==> config.mk <==
export PLATFORM = sky130hd
export DESIGN_NAME = accumulator_bank
export DESIGN_NICKNAME = d
export VERILOG_FILES = /design/src/rtl/accumulator_pkg.sv /design/src/rtl/accumulator_bank_lane.sv /design/src/rtl/accumulator_bank.sv
export SDC_FILE = /design/constraint.sdc
export NUM_CORES = 1
export LEC_CHECK = 0
export CAP_MARGIN = 20
export CORE_UTILIZATION = 52
export CTS_CLUSTER_SIZE = 24
export DETAILED_ROUTE_END_ITERATION = 6
export MAX_ROUTING_LAYER = met4
export PLACE_DENSITY_LB_ADDON = 0.1
export SLEW_MARGIN = 20
export SYNTH_ARGS = -nofsm -noshare
export SYNTH_HDL_FRONTEND = slang
export SYNTH_SLANG_ARGS = --single-unit
==> constraint.sdc <==
create_clock -name clk -period 3.65 [get_ports clk]
set_clock_uncertainty 0.1 [all_clocks]
set_input_delay 0.365 -clock clk [delete_from_list [all_inputs] [get_ports clk]]
set_output_delay 0.365 -clock clk [all_outputs]
set_load 0.01 [all_outputs]
==> src/rtl/accumulator_pkg.sv <==
// accumulator_pkg
// Shared definitions for the accumulator bank: the fill/drain state encoding,
// the beat mode constants and the saturating signed add used by every lane.
// No ports; imported by accumulator_bank and acc_lane.
package accumulator_pkg;

   typedef enum logic {
      FILL  = 1'b0,
      DRAIN = 1'b1
   } state_t;

   localparam logic MODE_OVERWRITE = 1'b0;
   localparam logic MODE_ACCUM     = 1'b1;

   // Arithmetic is done at a fixed wide width so one function serves every
   // accumulator width; accW selects the clamp range.
   localparam int SAT_CALC_W = 64;

   // Signed add of two wide operands, clamped to the range of an accW-bit
   // signed value.
   function automatic logic signed [SAT_CALC_W-1:0] sat_add(
      input logic signed [SAT_CALC_W-1:0] a,
      input logic signed [SAT_CALC_W-1:0] b,
      input int                           accW
   );
      logic signed [SAT_CALC_W-1:0] sum;
      logic signed [SAT_CALC_W-1:0] hi;
      logic signed [SAT_CALC_W-1:0] lo;
      sum = a + b;
      hi  = (64'sd1 <<< (accW - 1)) - 64'sd1;
      lo  = -(64'sd1 <<< (accW - 1));
      if (sum > hi) begin
         return hi;
      end else if (sum < lo) begin
         return lo;
      end
      return sum;
   endfunction

   // True when the same add would leave the accW-bit signed range.
   function automatic logic sat_ovf(
      input logic signed [SAT_CALC_W-1:0] a,
      input logic signed [SAT_CALC_W-1:0] b,
      input int                           accW
   );
      logic signed [SAT_CALC_W-1:0] sum;
      logic signed [SAT_CALC_W-1:0] hi;
      logic signed [SAT_CALC_W-1:0] lo;
      sum = a + b;
      hi  = (64'sd1 <<< (accW - 1)) - 64'sd1;
      lo  = -(64'sd1 <<< (accW - 1));
      return (sum > hi) || (sum < lo);
   endfunction

endpackage

==> src/rtl/accumulator_bank_lane.sv <==
// acc_lane
// Datapath for one lane of the accumulator bank: computes the next stored
// value for the row being written, either the sign-extended input
// (overwrite) or the saturating sum with the current contents (accumulate).
// Ports:
//   i_mode  - 0 overwrite, 1 accumulate
//   i_data  - signed lane input, DATA_W bits
//   i_acc   - current stored lane value, ACC_W bits
//   o_next  - value to store, ACC_W bits
//   o_sat   - the accumulate result was clamped
module acc_lane
   import accumulator_pkg::*;
#(
   parameter int DATA_W = 8,
   parameter int ACC_W  = 16
) (
   input  logic              i_mode,
   input  logic [DATA_W-1:0] i_data,
   input  logic [ACC_W-1:0]  i_acc,
   output logic [ACC_W-1:0]  o_next,
   output logic              o_sat
);

   logic signed [SAT_CALC_W-1:0] w_dataExt;
   logic signed [SAT_CALC_W-1:0] w_accExt;

   assign w_dataExt = SAT_CALC_W'(signed'(i_data));
   assign w_accExt  = SAT_CALC_W'(signed'(i_acc));

   // Overwrite never saturates since ACC_W is at least DATA_W; the clamp
   // flag only matters for accumulate beats.
   always_comb begin
      o_next = ACC_W'(w_dataExt);
      o_sat  = 1'b0;
      if (i_mode == MODE_ACCUM) begin
         o_next = ACC_W'(sat_add(w_accExt, w_dataExt, ACC_W));
         o_sat  = sat_ovf(w_accExt, w_dataExt, ACC_W);
      end
   end

endmodule

==> src/rtl/accumulator_bank.sv <==
// accumulator_bank
// Multi-lane output buffer for the systolic array. Rows of array outputs are
// written (overwrite or saturating accumulate) into a DEPTH-row buffer; once
// the final pass of a tile lands in the last row, the rows are drained
// through a valid/ready port.
// Ports:
//   clk, reset (async, active-low), clear (sync flush)
//   in_valid/in_ready/in_mode/in_last/in_data - input beat, lane 0 in LSBs
//   out_valid/out_ready/out_data/out_row      - drain row, lane 0 in LSBs
//   full - tile complete and draining; sat - sticky saturation flag
module accumulator_bank
   import accumulator_pkg::*;
#(
   parameter int LANES  = 2,
   parameter int DATA_W = 8,
   parameter int ACC_W  = 16,
   parameter int DEPTH  = 2,
   localparam int IDX_W = $clog2(DEPTH)
) (
   input  logic                    clk,
   input  logic                    reset,
   input  logic                    clear,
   input  logic                    in_valid,
   output logic                    in_ready,
   input  logic                    in_mode,
   input  logic                    in_last,
   input  logic [LANES*DATA_W-1:0] in_data,
   output logic                    out_valid,
   input  logic                    out_ready,
   output logic [LANES*ACC_W-1:0]  out_data,
   output logic [IDX_W-1:0]        out_row,
   output logic                    full,
   output logic                    sat
);

   localparam logic [IDX_W-1:0] LAST_ROW = IDX_W'(DEPTH - 1);

   state_t                   r_state;
   state_t                   w_nextState;
   logic [IDX_W-1:0]         r_wrIdx;
   logic [IDX_W-1:0]         r_rdIdx;
   logic [LANES*ACC_W-1:0]   r_mem [DEPTH];
   logic                     r_sat;
   logic [LANES*ACC_W-1:0]   w_rowNext;
   logic [LANES-1:0]         w_laneSat;
   logic                     w_accept;
   logic                     w_drainHs;

   // One datapath per lane, all reading the row currently being written.
   for (genvar g = 0; g < LANES; g++) begin : g_lane
      acc_lane #(
         .DATA_W(DATA_W),
         .ACC_W (ACC_W)
      ) u_lane (
         .i_mode(in_mode),
         .i_data(in_data[g*DATA_W +: DATA_W]),
         .i_acc (r_mem[r_wrIdx][g*ACC_W +: ACC_W]),
         .o_next(w_rowNext[g*ACC_W +: ACC_W]),
         .o_sat (w_laneSat[g])
      );
   end

   // clear wins over any handshake, so neither a write nor a drain step
   // happens in a clearing cycle.
   assign w_accept  = in_valid && in_ready && !clear;
   assign w_drainHs = out_valid && out_ready && !clear;

   // State register; clear forces a return to FILL.
   always_ff @(posedge clk or negedge reset) begin
      if (!reset) begin
         r_state <= FILL;
      end else if (clear) begin
         r_state <= FILL;
      end else begin
         r_state <= w_nextState;
      end
   end

   // Next-state and handshake outputs. A tile completes only when in_last
   // arrives on the beat that writes the last row.
   always_comb begin
      w_nextState = r_state;
      in_ready    = 1'b0;
      out_valid   = 1'b0;
      full        = 1'b0;
      case (r_state)
         FILL: begin
            in_ready = 1'b1;
            if (in_valid && in_last && (r_wrIdx == LAST_ROW)) begin
               w_nextState = DRAIN;
            end
         end
         DRAIN: begin
            out_valid = 1'b1;
            full      = 1'b1;
            if (out_ready && (r_rdIdx == LAST_ROW)) begin
               w_nextState = FILL;
            end
         end
         default: w_nextState = FILL;
      endcase
   end

   // Buffer, indexes and sticky saturation flag. The buffer is deliberately
   // kept on drain exit; the next tile starts with an overwrite pass.
   always_ff @(posedge clk or negedge reset) begin
      if (!reset) begin
         for (int r = 0; r < DEPTH; r++) begin
            r_mem[r] <= '0;
         end
         r_wrIdx <= '0;
         r_rdIdx <= '0;
         r_sat   <= 1'b0;
      end else if (clear) begin
         for (int r = 0; r < DEPTH; r++) begin
            r_mem[r] <= '0;
         end
         r_wrIdx <= '0;
         r_rdIdx <= '0;
         r_sat   <= 1'b0;
      end else begin
         if (w_accept) begin
            r_mem[r_wrIdx] <= w_rowNext;
            r_wrIdx        <= (r_wrIdx == LAST_ROW) ? '0 : r_wrIdx + 1'b1;
            if (|w_laneSat) begin
               r_sat <= 1'b1;
            end
            if (in_last && (r_wrIdx == LAST_ROW)) begin
               r_rdIdx <= '0;
            end
         end
         if (w_drainHs) begin
            if (r_rdIdx == LAST_ROW) begin
               r_rdIdx <= '0;
               r_wrIdx <= '0;
            end else begin
               r_rdIdx <= r_rdIdx + 1'b1;
            end
         end
      end
   end

   assign out_data = r_mem[r_rdIdx];
   assign out_row  = r_rdIdx;
   assign sat      = r_sat;

endmodule

; Word-level counts from Yosys, hierarchy flattened
; Index checks and enable logic that the tools add are counted.
[totals]
ff_bits = 68
input_bits = 23
output_inout_bits = 37
word_cells = 85
[classes]
add_sub_neg = 4
n_lt_le_gt_ge = 7
n_mux = 46
n_bitwise = 3
reduce_logical = 19
[op_table]
columns = op, count
row1 = 32-bit 2-to-1 mux, 7
row2 = 16-bit 2-to-1 mux, 8
row3 = 64-bit 2-to-1 mux, 2
row4 = 64-bit bitwise mux, 1
row5 = 16-bit by 8-bit adder with 17-bit output, 2
row6 = 17-bit by 16-bit greater-than comparator with 1-bit output (second input constant), 2
row7 = 17-bit by 16-bit less-than comparator with 1-bit output (second input constant), 2
row8 = 32-bit demux with 1-bit select, 1
row9 = 1-bit 2-to-1 mux, 26
row10 = 1-bit logical AND, 9
row11 = 3-bit nonzero test, 2
row12 = 2-bit greater-or-equal comparator (second input constant), 2
row13 = 1-bit NOT with 2-bit output, 2
row14 = 2-bit AND reduction, 2
row15 = 2-bit nonzero test, 2
row16 = 1-bit adder (second input constant), 2
row17 = 1-bit logical OR, 2
row18 = 2-bit by 1-bit less-than comparator with 1-bit output (second input constant), 1
row19 = 1-bit one-hot mux with 2 select lines, 1
row20 = 2-bit OR reduction, 1
row21 = 1-bit zero test, 1
row22 = 1-bit NOT, 1

; Depth between registers and ports, before layout
; Gate-level depths: netlist of the first run.
[depth]
ltp_word = 14
depth_mapped = 14
depth_no_buf = 12

; Modules after synthesis
; A second synthesis of the first run with hierarchy kept.
[unflattened]
hier_cells = 686
area_unflattened_um2 = 5831.8
[modules_own_cells]
columns = mod, instances, cells_each, area_each_um2, seq_area_each_um2
row1 = accumulator_bank, 1, 374, 3524.6, 1701.6
row2 = acc_lane at g_lane[0].u_lane, 1, 167, 1228.7, 0.0
row3 = acc_lane at g_lane[1].u_lane, 1, 145, 1078.5, 0.0

; Worst setup path before layout of the first run
; OpenSTA, ideal clock, no wires.
[synth_timing]
path_type = register to register
startpoint = reg r_wrIdx
endpoint = reg r_mem[55] in the netlist's numbering
setup_ns = 0.126
t_arrival_ns = 3.558
required_ns = 3.424
setup_slack_ns = -0.134
path_stages_with_launch = 14
n_path_buf = 2
period_less_slack_ns = 3.784
cell_sequence = dfrtp_1 -> clkbuf_1 -> clkbuf_1 -> mux2_2 -> ha_1 -> fa_1 -> a21o_1 -> a221oi_2 -> o21a_2 -> o311ai_4 -> mux2_4 -> nand2_2 -> inv_2 -> a221o_1
[synth_via]
elab_chain_cells = 14
word_cells_on_any_way = 21
cone_classes = add/sub: 1 / order compare: 4 / mux: 14 / bitwise: 1 / reduce/logical: 1
[synth_rtl]
columns = element, line_no
row1 = from (decl), accumulator_bank.sv:40  ; logic [IDX_W-1:0] r_wrIdx;
row2 = from (signal assigned), accumulator_bank.sv:124  ; r_wrIdx <= (r_wrIdx == LAST_ROW) ? '0 : r_wrIdx + 1'b1;
row3 = 1-bit NOT with 2-bit output (not written as such) (*), "accumulator_bank.sv:57, accumulator_bank.sv:123"
row4 = 32-bit 2-to-1 mux (not written as such) (3 in a row), accumulator_bank.sv:57  ; .i_acc (r_mem[r_wrIdx][g*ACC_W +: ACC_W]),
row5 = 16-bit by 8-bit adder with 17-bit output, accumulator_pkg.sv:29  ; sum = a + b;
row6 = 17-bit by 16-bit less-than comparator with 1-bit output, accumulator_pkg.sv:34  ; end else if (sum < lo) begin
row7 = 1-bit 2-to-1 mux, accumulator_pkg.sv:34
row8 = 1-bit 2-to-1 mux, accumulator_pkg.sv:32  ; if (sum > hi) begin
row9 = 1-bit 2-to-1 mux, accumulator_bank_lane.sv:35  ; if (i_mode == MODE_ACCUM) begin
row10 = 16-bit 2-to-1 mux, accumulator_pkg.sv:37  ; return sum;
row11 = 16-bit 2-to-1 mux, accumulator_bank_lane.sv:35
row12 = 64-bit bitwise mux (*), accumulator_bank.sv:123  ; r_mem[r_wrIdx] <= w_rowNext;
row13 = 64-bit 2-to-1 mux (*), accumulator_bank.sv:122  ; if (w_accept) begin
row14 = 64-bit 2-to-1 mux (*), accumulator_bank.sv:114  ; end else if (clear) begin
row15 = "to (signal, indexed assignment)", accumulator_bank.sv:123
row16 = to (decl), accumulator_bank.sv:42  ; logic [LANES*ACC_W-1:0] r_mem [DEPTH];
; Mark *: on every way between the ends. The rest lies on a longest branch, timed or not. The select of a mux whose other input is x is not followed.
; A chain may end at the register's enable or synchronous reset.

; Worst setup path after layout of the first run
; Same ends and word-level chain as after synthesis.

==> impl_metrics.env, run 1 <==
export IMPL_die_h_um=105
export IMPL_grt_pass1_vias=4894
export IMPL_antenna_left=0
export IMPL_clkPwrFrac_pct=23.5
export IMPL_setup_viol=0
export IMPL_path_max_fanout=9
export IMPL_cp_startpoint="r_wrIdx"
export IMPL_num_rows=37
export IMPL_r2r_end="r_mem[55]"
export IMPL_endpoint_kind="register"
export IMPL_max_freq_ghz=0.285
export IMPL_synthesis_nets=674
export IMPL_portBuffers=59
export IMPL_crit_end="r_mem[55]"
export IMPL_root_buffer="clkbuf_8"
export IMPL_syn_inst=617
export IMPL_hold_viol=0
export IMPL_wire_per_inst_um=18.2
export IMPL_drv_cap=0
export IMPL_die_x_um=105
export IMPL_critPathLaunchType="register"
export IMPL_outcome="finished clean"
export IMPL_synth_avg_cell_area_um2=9.00
export IMPL_tns_ns=0
export IMPL_nFillCells=873
export IMPL_diodes=0
export IMPL_cts_buffers=9
export IMPL_die_area_mm2=0.0111
export IMPL_dr_pass1_iters=4
export IMPL_area_delta_synth_final_pct=19.0
export IMPL_gp_congestion=0.955
export IMPL_reg2reg_slack_ns=0.14
export IMPL_drc=0
export IMPL_drt_iter0_markers=269
export IMPL_switching_share_pct=37.6
export IMPL_holdPathStages=1
export IMPL_final_nets=738
export IMPL_worst_slew_pin_slew_ns=1.01
export IMPL_synth_async_reset_ratio_pct=100
export IMPL_synth_edf_count=0
export IMPL_power_switching_mw=1.03
export IMPL_min_from="r_mem[54]"
export IMPL_clk_latency_ns=0.36
export IMPL_internal_power_mw=1.71
export IMPL_dp_cells=803
export IMPL_timing_rr_start="r_wrIdx"
export IMPL_power_density_mw_per_mm2=414
export IMPL_cp_required_ns=3.78
export IMPL_post_dp_hpwl_mm=11.1
export IMPL_initial_core_util_pct=53.8
export IMPL_cts_tree="built"
export IMPL_coreArea_mm2=0.0103
export IMPL_seqPwrFrac_pct=32.3
export IMPL_grtUsageTotal_pct=28.6
export IMPL_syn_cell_area_mm2=0.00555
export IMPL_synth_ff_latch_count=68
export IMPL_combPwrFrac_pct=44.3
export IMPL_antenna_found_initial=0
export IMPL_ys_types=68
export IMPL_ctsLongestPathBuffers=2
export IMPL_vias=5093
export IMPL_cts_sinks=68
export IMPL_critical_path_class="register to register"
export IMPL_clkTransAtPathRegs_ns=0.08
export IMPL_maxSlewViolCount=0
export IMPL_finalCritPeriodShare_pct=96.2
export IMPL_synth_main_ff_cell="dfrtp_1"
export IMPL_fin_crit_ns=3.51
export IMPL_power_mw=2.74
export IMPL_fin_cells=822
export IMPL_crit_arrival_ns=3.64
export IMPL_ctsHtreeMaxLevel=3
export IMPL_grt_start_max_net_pins=37
export IMPL_p_leak_nw=2.91
export IMPL_drive_gt1_share_pct=21.6
export IMPL_rsz0062_at_grt="false"
export IMPL_grt_ovfl_total=0
export IMPL_worst_slew_margin_rel_pct=32.3
export IMPL_grt_pass1_wl_mm=24.5
export IMPL_wirelength_mm=15.0
export IMPL_io_pins=60
export IMPL_hold_path_class="register to register"
export IMPL_ys_seq_area_share_pct=30.6
export IMPL_seqCellArea_mm2=0.00170
export IMPL_reg2reg_depth=12
export IMPL_yosysWarningCount=0
export IMPL_multi_input_area_mm2=0.00370
export IMPL_peakVddDrop_v=0.000209
export IMPL_viasPerCell=6.20
[layout by cell type, fill, tap and decap left out, types with 18 or more instances in the layout]
master	instances
nand2_1	58
ha_1	32
o21ai_0	50
nor2_1	45
mux2_2	63
a21oi_1	52
clkdlybuf4s50_1	58
xnor2_1	18
dfrtp_1	68
buf_4	23
[layout make-up]
class                      instances  area share [%]
tap                              136            2.58
clock inverter                     6           0.947
sequential                        68            25.8
inverter                          12           0.682
multi-input combinational        506            56.0
timing repair buffer              84            11.9
clock buffer                      10            2.08
[power by group through the flow]
stage / Clock (mW) / Combinational (mW) / Sequential (mW)
floorplan: 0 / 0.827 / 0.876
global placement: 0 / 1.17 / 0.892
detailed placement: 0 / 1.18 / 0.895
CTS: 0.654 / 1.19 / 0.881
global route: 0.680 / 1.32 / 0.893
finish: 0.642 / 1.21 / 0.883
[registers in the layout (all words and copies together), names as in the netlist]
signal / flops
out_row: 1
r_state: 1
r_wrIdx: 1
sat: 1
r_mem: 64
[logic make-up after synthesis]
group                      Yosys count  share of synthesized area (%)
adders and majority gates           34                           7.93
AOI/OAI and AO/OA                  203                           26.1
xor gates and xnor gates            24                           3.79
DFF                                 68                           30.6
muxes                               65                           13.2
and+or+nand+nor                    180                           15.0
buffers and inverters               43                           3.29
[per-layer routing]
layer / vias to the layer above / wire [um] / global-route usage (%)
met5: - / 0 / -
met4: 0 / 274 / 9.26
met3: 24 / 793 / 3.40
met2: 177 / 6980 / 45.3
met1: 2478 / 6930 / 38.2
li1: 2414 / - / -
[worst min path at each step]
stage | endpoint | slack [ns]
4_1_cts | r_mem[54] | 0.41
3_5_place_dp | r_mem[26] | 0.36
5_1_grt | r_mem[54] | 0.41
2_1_floorplan | out_row | -0.03
3_3_place_gp | r_mem[58] | 0.36
6_report | r_mem[54] | 0.40
[Yosys cell counts (3+ instances only)]
library cell  instances  area [um2]
inv_1                10        37.5
dfrtp_1              68        1700
a31oi_1               3        18.8
nor2b_1              11        68.8
clkbuf_1             24        90.1
mux2_2               63         709
a211oi_1              8        60.1
nand3_1              12        60.1
o21bai_1              5        37.5
o21a_1                7        52.6
buf_2                 5        25.0
and3_1                6        37.5
xnor2_1              18         158
and2_1                5        31.3
nand2_1              59         221
nand4_1               5        31.3
a221oi_1              3        26.3
a21o_1               12        90.1
nor2_1               49         184
nand2b_1              7        43.8
o211ai_2              7        87.6
xor2_1                6        52.6
nor3_1               12        60.1
a22oi_1               3        22.5
ha_1                 32         400
a22o_1                9        78.8
or2_2                 3        18.8
a221o_1               3        30.0
a311oi_2              3        45.0
o211ai_1              8        60.1
a21oi_1              52         260
o21ai_0              50         250
a311oi_1              5        43.8
[critical path, stage by stage, from the launching register on]
cell      delay, ns
dfrtp_1        0.43
buf_4          0.20
buf_4          0.21
mux2_2         0.36
ha_1           0.38
a21oi_1        0.19
o211ai_1       0.12
a41oi_2        0.30
o311ai_4       0.21
mux2_4         0.40
nand2_2        0.14
inv_2          0.04
a221o_1        0.30
[per-stage QoR]
stage	hold slack [ns]	setup slack, ns	cell area (um2)	utilization (%)
after floorplan	-0.0306	0.00937	5560	-
after global placement	0.359	0.206	6350	61.5
after detailed placement	0.359	0.143	6350	61.5
after CTS	0.406	0.164	6560	63.6
after global routing	0.412	0.00502	6610	64.0
final	0.404	0.140	6610	64.0
[repair_timing]
item,4_1_cts,5_1_grt
hold buffers,1,0
hold endpoints to repair,29,0
gates resized for setup,0,8
setup endpoints to repair,0,37
setup buffers,0,2
Note: power is estimated with default switching activity, not from simulation.
==> run 2: changes to the inputs <==
--- a/config.mk
+++ b/config.mk
@@ -5,8 +5,11 @@
 export SDC_FILE = /design/constraint.sdc
 export NUM_CORES = 1
 export LEC_CHECK = 0
+export ABC_AREA = 1
 export CAP_MARGIN = 20
-export CORE_UTILIZATION = 52
+export CORE_ASPECT_RATIO = 1.25
+export CORE_MARGIN = 2
+export CORE_UTILIZATION = 53
 export CTS_CLUSTER_SIZE = 24
 export DETAILED_ROUTE_END_ITERATION = 6
 export MAX_ROUTING_LAYER = met4
==> impl_metrics.env, run 2 <==
export IMPL_place_ws_ns=0.433
export IMPL_clk_latency_ns=0.34
export IMPL_area_delta_synth_final_pct=18.1
export IMPL_setup_viol=0
export IMPL_synthesis_nets=969
export IMPL_drt_iter0_markers=321
export IMPL_tns_ns=0
export IMPL_worst_slew_margin_rel_pct=39.8
export IMPL_seqCellArea_mm2=0.00170
export IMPL_crit_arrival_ns=3.38
export IMPL_largest_register_ffs=64
export IMPL_grt_start_max_net_pins=53
export IMPL_io_pins=60
export IMPL_reg2reg_depth=15
export IMPL_utilization_pct=64.0
export IMPL_synth_most_common_cell="nand2_1"
export IMPL_ctsLongestPathBuffers=2
export IMPL_grt_pass1_vias=5757
export IMPL_synth_main_ff_cell="dfrtp_1"
export IMPL_synth_top_cell_by_area="dfrtp_1"
export IMPL_initial_core_util_pct=54.2
export IMPL_synth_area_leaders="dfrtp_1 30%, nand2_1 27%, ha_1 7.0%"
export IMPL_diodes=0
export IMPL_path_max_fanout=27
export IMPL_worstPathCellList="buf_4, o21ai_0, ha_1, inv_2, nor3_2, and2_1, nand2_2, nand3_1, nand2_2, a21oi_4, buf_4, nand2_1, nand2_1, nand2_1, nand2_1"
export IMPL_synth_edf_count=0
export IMPL_largest_register="r_mem"
export IMPL_cp_required_ns=3.83
export IMPL_power_switching_uw=994
export IMPL_grt_ovfl_total=0
export IMPL_die_x_um=96.9
export IMPL_die_area_mm2=0.0117
export IMPL_grt_pass1_wl_mm=26.5
export IMPL_ys_types=34
export IMPL_nFillCells=998
export IMPL_coreArea_mm2=0.0106
export IMPL_wire_per_inst_um=14.4
export IMPL_maxSlewViolCount=0
export IMPL_p_leak_nw=3.57
export IMPL_synth_common_cells="415 x nand2_1, 88 x inv_1, 70 x o21ai_0"
export IMPL_synth_async_reset_ratio_pct=100
export IMPL_post_cts_buffers=0
export IMPL_num_rows=42
export IMPL_die_h_um=120
export IMPL_setup_slack_ns=0.447
export IMPL_power_mw=2.79
export IMPL_antenna_found_initial=0
export IMPL_drv_cap=0
export IMPL_syn_inst=912
export IMPL_cts_tree="built"
export IMPL_antenna_left=0
export IMPL_hold_viol=0
export IMPL_ctsHoldBuffers=0
export IMPL_combPwrFrac_pct=34.6
export IMPL_clkTransAtPathRegs_ns=0.06
export IMPL_fin_crit_ns=3.20
export IMPL_worst_slew_pin_slew_ns=0.903
export IMPL_multi_input_area_mm2=0.00350
export IMPL_viasPerCell=5.31
export IMPL_synth_ff_latch_count=68
export IMPL_synth_avg_cell_area_um2=6.28
export IMPL_wirelength_mm=15.9
export IMPL_post_dp_hpwl_mm=11.7
export IMPL_clkPwrFrac_pct=34.7
export IMPL_seqPwrFrac_pct=30.7
export IMPL_dr_pass1_iters=5
export IMPL_critPathLaunchType="register"
export IMPL_internal_power_mw=1.79
export IMPL_ys_seq_area_share_pct=29.7
export IMPL_rsz0062_at_grt="false"
export IMPL_final_cell_mix="415 x nand2_1, 88 x inv_1, 70 x o21ai_0"
export IMPL_drive_gt1_share_pct=8.97
export IMPL_switching_share_pct=35.7
export IMPL_gp_congestion=0.951
export IMPL_timing_rr_start="r_wrIdx"
export IMPL_portBuffers=59
export IMPL_critical_path_class="register to register"
export IMPL_r2r_end="r_mem[11]"
export IMPL_cts_buffers=9
export IMPL_yosysWarningCount=0
export IMPL_power_density_mw_per_mm2=412
export IMPL_finalCritPeriodShare_pct=87.8
export IMPL_ctsHtreeMaxLevel=3
export IMPL_max_freq_ghz=0.312
export IMPL_reg2reg_slack_ns=0.45
export IMPL_hold_path_class="input pin to asynchronous set/reset pin"
export IMPL_grtUsageTotal_pct=28.7
export IMPL_peakVddDrop_v=0.000257
export IMPL_outcome="finished clean"
export IMPL_yosys_area_top_type_share_pct=29.7
export IMPL_critical_path_max_stage_delay_ns=0.68
export IMPL_endpoint_kind="register"
export IMPL_syn_cell_area_mm2=0.00572
export IMPL_cp_common_cell="nand2_1"
export IMPL_cp_slowest_cell="dfrtp_2"
export IMPL_root_buffer="clkbuf_16"
export IMPL_vias=5854
export IMPL_cts_sinks=68
export IMPL_cts_resized_gates=0
export IMPL_final_nets=1022
export IMPL_mostFrequentLayoutCell="nand2_1"
export IMPL_drc=0
run 2: cell types whose count changed in the layout (fill, tap and decap cells not counted), moves of 11 or more:
cell / before / now
inv_1: 10 / 88
mux2_2: 63 / 0
a21oi_1: 52 / 30
a21o_1: 12 / 0
nand2_1: 58 / 415
nor2_1: 45 / 24
nand2_2: 3 / 24
nand3_1: 12 / 51
o21ai_0: 50 / 70
nor2b_1: 11 / 0
run 2: worst max-delay path: cells and delay by family (launching register included):
| kind | cells | cell delay (ns) |
|---|---|---|
| AO/OA/AOI/OAI | 2 | 0.27 |
| adder cells (fa/ha/maj) | 1 | 0.44 |
| buffers and inverters | 3 | 0.70 |
| flip-flops | 1 | 0.68 |
| AND/OR/NAND/NOR | 9 | 0.95 |
run 2: how the worst max path moves through the flow:
stage / endpoint / cells past startpoint / slack [ns] / startpoint
after floorplan: r_mem[13] / 20 / 0.67 / r_wrIdx
after global placement: r_mem[21] / 14 / 0.47 / in_data[15]
after detailed placement: r_mem[11] / 14 / 0.43 / in_data[7]
after CTS: r_mem[12] / 15 / 0.48 / r_wrIdx
after global routing: r_mem[19] / 16 / 0.17 / r_wrIdx
final: r_mem[11] / 15 / 0.45 / r_wrIdx
run 2: stage by stage:
step,cells,hold WS [ns],instance area (um2)
after floorplan,912,-0.0306,5720
after global placement,1086,0.362,6430
after detailed placement,1086,0.365,6430
after CTS,1102,0.0254,6760
after global routing,1102,0.0678,6760
final,1102,0.0169,6760
run 2: per-layer routing:
layer / up-vias / wire length, um / global-route usage, %
met3: 39 / 843 / 4.28
met1: 2694 / 6770 / 34.2
met4: 0 / 425 / 11.2
met2: 175 / 7880 / 49.4
li1: 2946 / - / -
met5: - / 0 / -
run 2: area by class of cell:
class	instances	area share [%]
Inverter	98	5.44
Multi-Input combinational cell	714	51.7
Clock inverter	5	1.24
Clock buffer	11	3.59
Tap cell	132	2.44
Sequential cell	68	25.2
Timing Repair Buffer	74	10.3
run 2: logic make-up (layout without fill, tap and decap cells):
family / after synthesis / in the layout / synth area share [%]
flip-flops: 68 / 68 / 29.7
buffers and inverters: 130 / 188 / 9.27
AND/OR/NAND/NOR: 544 / 544 / 39.4
AO/OA/AOI/OAI: 117 / 117 / 11.0
adder cells (fa/ha/maj): 34 / 34 / 7.70
XOR/XNOR: 19 / 19 / 2.91
run 2: power groups by stage:
stage	Clock [mW]	Sequential (mW)	Combinational, mW
6_report	0.966	0.856	0.964
5_1_grt	1.01	0.863	1.08
4_1_cts	0.979	0.854	0.966
3_5_place_dp	0	0.867	0.957
3_3_place_gp	0	0.865	0.948
2_1_floorplan	0	0.849	0.679
